**src/rtl/tick_enable_gen.sv**
```systemverilog
// tick_enable_gen: turns raw run/stop and single-step buttons into a one-cycle counter enable.
// The single-step path exists only when TICK_GEN_STEP_EN is defined; otherwise btn_step is ignored.
module tick_enable_gen #(
  parameter int DIV        = 25000000,
  parameter int DEB_CYCLES = 250000
) (
  input  logic clk,
  input  logic rst_n,
  input  logic btn_run,
  input  logic btn_step,
  output logic tick,
  output logic running
);

  localparam int PW = (DIV > 1) ? $clog2(DIV) : 1;
  localparam int DW = (DEB_CYCLES > 1) ? $clog2(DEB_CYCLES) : 1;
  localparam logic [PW-1:0] P_LAST = PW'(DIV - 1);
  localparam logic [DW-1:0] D_LAST = DW'(DEB_CYCLES - 1);

  // run/stop button: 2-flop synchronizer, debouncer, rising-level press detect
  logic          r_run_s1;
  logic          r_run_s2;
  logic          r_run_deb;
  logic          r_run_deb_d;
  logic [DW-1:0] r_run_cnt;
  logic          w_press_run;

  always_ff @(posedge clk or negedge rst_n) begin
    if (!rst_n) begin
      r_run_s1    <= 1'b0;
      r_run_s2    <= 1'b0;
      r_run_deb   <= 1'b0;
      r_run_deb_d <= 1'b0;
      r_run_cnt   <= '0;
    end else begin
      r_run_s1    <= btn_run;
      r_run_s2    <= r_run_s1;
      r_run_deb_d <= r_run_deb;
      if (r_run_s2 == r_run_deb) begin
        r_run_cnt <= '0;
      end else if (r_run_cnt == D_LAST) begin
        r_run_deb <= r_run_s2;
        r_run_cnt <= '0;
      end else begin
        r_run_cnt <= r_run_cnt + 1'b1;
      end
    end
  end

  assign w_press_run = r_run_deb & ~r_run_deb_d;

`ifdef TICK_GEN_STEP_EN
  logic          r_step_s1;
  logic          r_step_s2;
  logic          r_step_deb;
  logic          r_step_deb_d;
  logic [DW-1:0] r_step_cnt;
  logic          w_press_step;

  always_ff @(posedge clk or negedge rst_n) begin
    if (!rst_n) begin
      r_step_s1    <= 1'b0;
      r_step_s2    <= 1'b0;
      r_step_deb   <= 1'b0;
      r_step_deb_d <= 1'b0;
      r_step_cnt   <= '0;
    end else begin
      r_step_s1    <= btn_step;
      r_step_s2    <= r_step_s1;
      r_step_deb_d <= r_step_deb;
      if (r_step_s2 == r_step_deb) begin
        r_step_cnt <= '0;
      end else if (r_step_cnt == D_LAST) begin
        r_step_deb <= r_step_s2;
        r_step_cnt <= '0;
      end else begin
        r_step_cnt <= r_step_cnt + 1'b1;
      end
    end
  end

  assign w_press_step = r_step_deb & ~r_step_deb_d;
`else
  logic w_step_unused;
  assign w_step_unused = btn_step;
`endif

  // state      | meaning
  // ST_STOPPED | prescaler parked at 0; tick only from a step press
  // ST_RUNNING | prescaler free-runs; tick after each prescaler terminal count
  typedef enum logic {
    ST_STOPPED = 1'b0,
    ST_RUNNING = 1'b1
  } state_t;

  state_t        r_state;
  logic [PW-1:0] r_presc;
  logic          r_tick;
  logic          r_running;

  always_ff @(posedge clk or negedge rst_n) begin
    if (!rst_n) begin
      r_state   <= ST_STOPPED;
      r_presc   <= '0;
      r_tick    <= 1'b0;
      r_running <= 1'b0;
    end else begin
      case (r_state)
        ST_STOPPED: begin
          r_presc <= '0;
          if (w_press_run) begin
            r_state   <= ST_RUNNING;
            r_running <= 1'b1;
            r_tick    <= 1'b0;
          end
`ifdef TICK_GEN_STEP_EN
          else if (w_press_step) begin
            r_tick <= 1'b1;
          end
`endif
          else begin
            r_tick <= 1'b0;
          end
        end
        ST_RUNNING: begin
          // a stop press wins even over a tick that is due this cycle
          if (w_press_run) begin
            r_state   <= ST_STOPPED;
            r_running <= 1'b0;
            r_presc   <= '0;
            r_tick    <= 1'b0;
          end else begin
            r_tick  <= (r_presc == P_LAST);
            r_presc <= (r_presc == P_LAST) ? '0 : r_presc + 1'b1;
          end
        end
        default: begin
          r_state   <= ST_STOPPED;
          r_running <= 1'b0;
          r_presc   <= '0;
          r_tick    <= 1'b0;
        end
      endcase
    end
  end

  assign tick    = r_tick;
  assign running = r_running;

endmodule

```
**config.mk**
```make
export PLATFORM = sky130hd
export DESIGN_NAME = tick_enable_gen
export DESIGN_NICKNAME = d
export VERILOG_FILES = /design/src/rtl/tick_enable_gen.sv
export SDC_FILE = /design/constraint.sdc
export NUM_CORES = 1
export LEC_CHECK = 0
export ABC_CLOCK_PERIOD_IN_PS = 2490
export CORE_MARGIN = 2
export CORE_UTILIZATION = 61
export CTS_CLUSTER_SIZE = 10
export DETAILED_ROUTE_END_ITERATION = 8
export PLACE_DENSITY = 0.86
export SLEW_MARGIN = 20
export SYNTH_ARGS = -nofsm -noshare
export SYNTH_HDL_FRONTEND = slang
export SYNTH_SLANG_ARGS = --single-unit
```
**constraint.sdc**
```tcl
create_clock -name clk -period 2.49 [get_ports clk]
set_input_delay 0.249 -clock clk [delete_from_list [all_inputs] [get_ports clk]]
set_output_delay 0.249 -clock clk [all_outputs]
set_load 0.01 [all_outputs]
```
==> summary.md <==
| Metric | Value |
|---|---|
| Fin crit period | about 2 ns |
| Slew @ Worst Pin | 0.5452 ns |
| Reg2reg setup slack | roughly 0.46 ns |
| Type of the most critical hold path | in -> async |
| Clock Tree Buf Depth | 2 |
| Clock-pin transition on the worst setup and hold timing paths | 0.09 ns |
| Final nets | 260 |
| CP peak stage delay | 0.55 ns |
| Vias in the first global route | roughly 1.6k |
| Cell Area, Synth | 0.002501 sq mm |
| Register area share after synthesis | between 50 and 60% |
| Worst path cell trace | and4_1, nand4_4, or4_1, a21oi_1 |
| Post-Synth Adder-Cell Area | 2.001% |
| Reg2Reg Depth | 4 |
| Relative slew slack | roughly 64% |
| Worst path arrival time | 2.26 ns |
| Crit end category | flop |
| DIE WIDTH | 68.04 um |
| Simple-Gate Fraction of Synth Area | 26.66% |
| Largest family of logic cells by synthesized area | simple AND/OR/NAND/NOR gates |
| Yosys top cell area share | 50.03% |
| Gr ovfl total | 0 |
| Antenna cells | 0 |
| Post-DP HPWL | roughly 3000 um |
| Syn Inst Count | 243 |
| Clock Skews | 0.004468 ns |
| Final WL | 4498 um |
| Synth top area cells | dfrtp_1 50%, xor2_1 5.6%, nor2_1 5.4% |
| Initial cell density of the core | 62.98% |
| Cell taking the most area after synthesis | dfrtp_1 |
| Gpl congestion | 0.7849 |
| Commonest cells after routing, fill and taps aside | 50 x dfrtp_1, 36 x nor2_1, 16 x xor2_1, 14 x a21oi_1, 14 x nand2_1 |
| RR Startpoint | r_presc[2] |
| Final Max Tran Viols | 0 |
| WL/cell | between 10 and 15 um |
| Fmax | 493.7 MHz |
| Part of the cycle the worst path needs | 81.34% |
| Power density cells | about 530 mW/mm^2 |
| Ys Warns | 0 |
| Port bufs | 4 |
| Worst Path Class, Setup | reg -> reg |
| TritonRoute pass-1 iters | 4 |
| RSZ-0062 raised after global routing | no |
| Largest net degree at the start of global routing | 23 |
| Number of vias per cell | 6.059 |
| CTS tree | yes |
| Slowest cell on crit path | or4_1 |
| TritonCTS Sinks | 50 |
| Final Hold Fails | 0 |
| Final ANT Viol Nets | 0 |
| TritonCTS Buffers | 5 |
| Synth Area in XOR/XNOR | a little under a tenth |
| PostCTS Resize Cnt | 0 |
| CP Launch Type | flop |
| Setup TNS | 0 ns |
| Drt first-iter violations | 154 |
| First-pass GRT wire length | 7279 um |
| Worst Path Required | 2.73 ns |
| GRT Overall Usage | 21.38% |
| Final-report setup violation count | 0 |
| Htree depth | 2 |
| Postcts setup bufs | 0 |
| Die height | 68.04 um |
| # rows | 23 |
| Root Buffer Master | clkbuf_8 |
| Max rail drop VDD | roughly 460 uV |
| Smallest hold slack | 0.3530 ns |
| Status | finished clean |
| Vias post-DR | 1836 |
| Core ar. | 0.003971 sq mm |
| # Max-Cap Violations | 0 |
| Leak | approximately 1.1 nW |
| Commonest non-fill, non-tap cell in the layout | dfrtp_1 |
| Syn_area_per_cell | about 10 sq um |
| Die ar. | 0.004629 sq mm |
| Ports | 6 |
| Syn nets | 251 |
| DRC | 0 |
| Initial antenna violation count | 0 |
| Layout cells sized above 1 | 9.091% |
| RR Endpoint | r_presc[19] |
| Area grow syn2layout | 8.304% |
| Synth unique cells | 36 |
| Critical Path Fanout Max | 13 |
| Clock Latency Late Sink | 0.31 ns |
| Synth Area in Compound Gates | 8.204% |
| Mux share of post-synthesis cell area | less than 1% |
| #FFs+latches synth | 50 |
## how the worst max path moves through the flow
stage / startpoint / to / slack [ns] / cells after the start
after floorplan: r_run_cnt[0] / r_run_cnt[10] / 0.75 / 5
after global placement: r_run_cnt[6] / r_run_cnt[3] / 0.57 / 5
after detailed placement: r_presc[2] / r_presc[19] / 0.53 / 4
after CTS: r_presc[2] / r_presc[19] / 0.46 / 4
after global routing: r_run_cnt[6] / r_run_cnt[5] / 0.33 / 5
final: r_presc[2] / r_presc[19] / 0.46 / 4
## layout make-up
class	instances	area, sq um
fill	295	1262
tap	50	62.56
multi-input combinational	179	1170
clock inverter	3	47.55
inverter	5	18.77
timing repair buffer	11	90.09
clock buffer	5	68.82
sequential	50	1251
## registers in the layout, indices dropped and copies added, names as in the netlist
name and flops:
r_presc 25, r_run_cnt 18, r_run_deb 1, r_run_deb_d 1
r_run_s1 1, r_run_s2 1, r_state 1, running 1
tick 1
## where the power goes
| group | switching, mW | leakage [nW] | internal, mW |
|---|---|---|---|
| logic | 0.0237 | 0.328 | 0.0114 |
| clock network | 0.286 | 0.0591 | 0.307 |
| registers | 0.00507 | 0.692 | 0.817 |
| total | 0.314 | 1.08 | 1.13 |
## metrics by stage
| step | worst slack [ns] | utilization [%] | area (sq um) | std cells | total power [mW] |
|---|---|---|---|---|---|
| floorplan | 0.7502 | - | 2501 | 243 | 0.8504 |
| finish | 0.4647 | 68.21 | 2709 | 303 | 1.449 |
| global route | 0.3296 | 68.21 | 2709 | 303 | 1.500 |
| CTS | 0.4560 | 68.21 | 2709 | 303 | 1.461 |
| global placement | 0.5712 | 65.03 | 2582 | 294 | 0.8730 |
| detailed placement | 0.5327 | 65.03 | 2582 | 294 | 0.8738 |
## critical path, delay by kind of cell, from the launching register on
| kind | cells | cell delay [ns] |
|---|---|---|
| simple gates | 3 | 1.34 |
| compound gates | 1 | 0.16 |
| flops | 1 | 0.45 |
## synth_stat cells, drive strengths merged
cell / n
dfrtp: 50
nor2: 36
nand4: 16
xor2: 16
a21oi: 14
nand2: 14
nand3: 13
xnor2: 11
buf: 8
o31ai: 8
nor4: 7
or4: 7
and4: 6
inv: 5
o21ai: 5
or3: 5
ha: 4
nor3: 4
and2: 3
nor4b: 2
o41ai: 2
or2: 2
and3: 1
clkbuf: 1
mux2: 1
nand2b: 1
or4b: 1
## routing by layer
metal | track usage, % | vias to the layer above | part of all wire, % | wire length [um]
met5 | 0 | - | 0 | 0
met1 | 30.69 | 883 | 49 | 2187
met3 | 5.428 | 7 | 4.6 | 207
met4 | 7.500 | 0 | 1.5 | 68
met2 | 31.55 | 48 | 45 | 2035
li1 | - | 898 | - | -
## repair_timing
| action | CTS | global route |
|---|---|---|
| setup endpoints to repair | 0 | 0 |
| hold buffers | 1 | 0 |
| hold endpoints to repair | 12 | 0 |
## cells by family (layout without fill, tap and decap cells)
family | after synthesis | in the layout
AND/OR/NAND/NOR | 118 | 118
XOR/XNOR | 27 | 27
AO/OA/AOI/OAI | 29 | 29
flip-flops | 50 | 50
adder cells (fa/ha/maj) | 4 | 4
buffers and inverters | 14 | 24
multiplexers | 1 | 1
(Power assumes the default switching activity.)
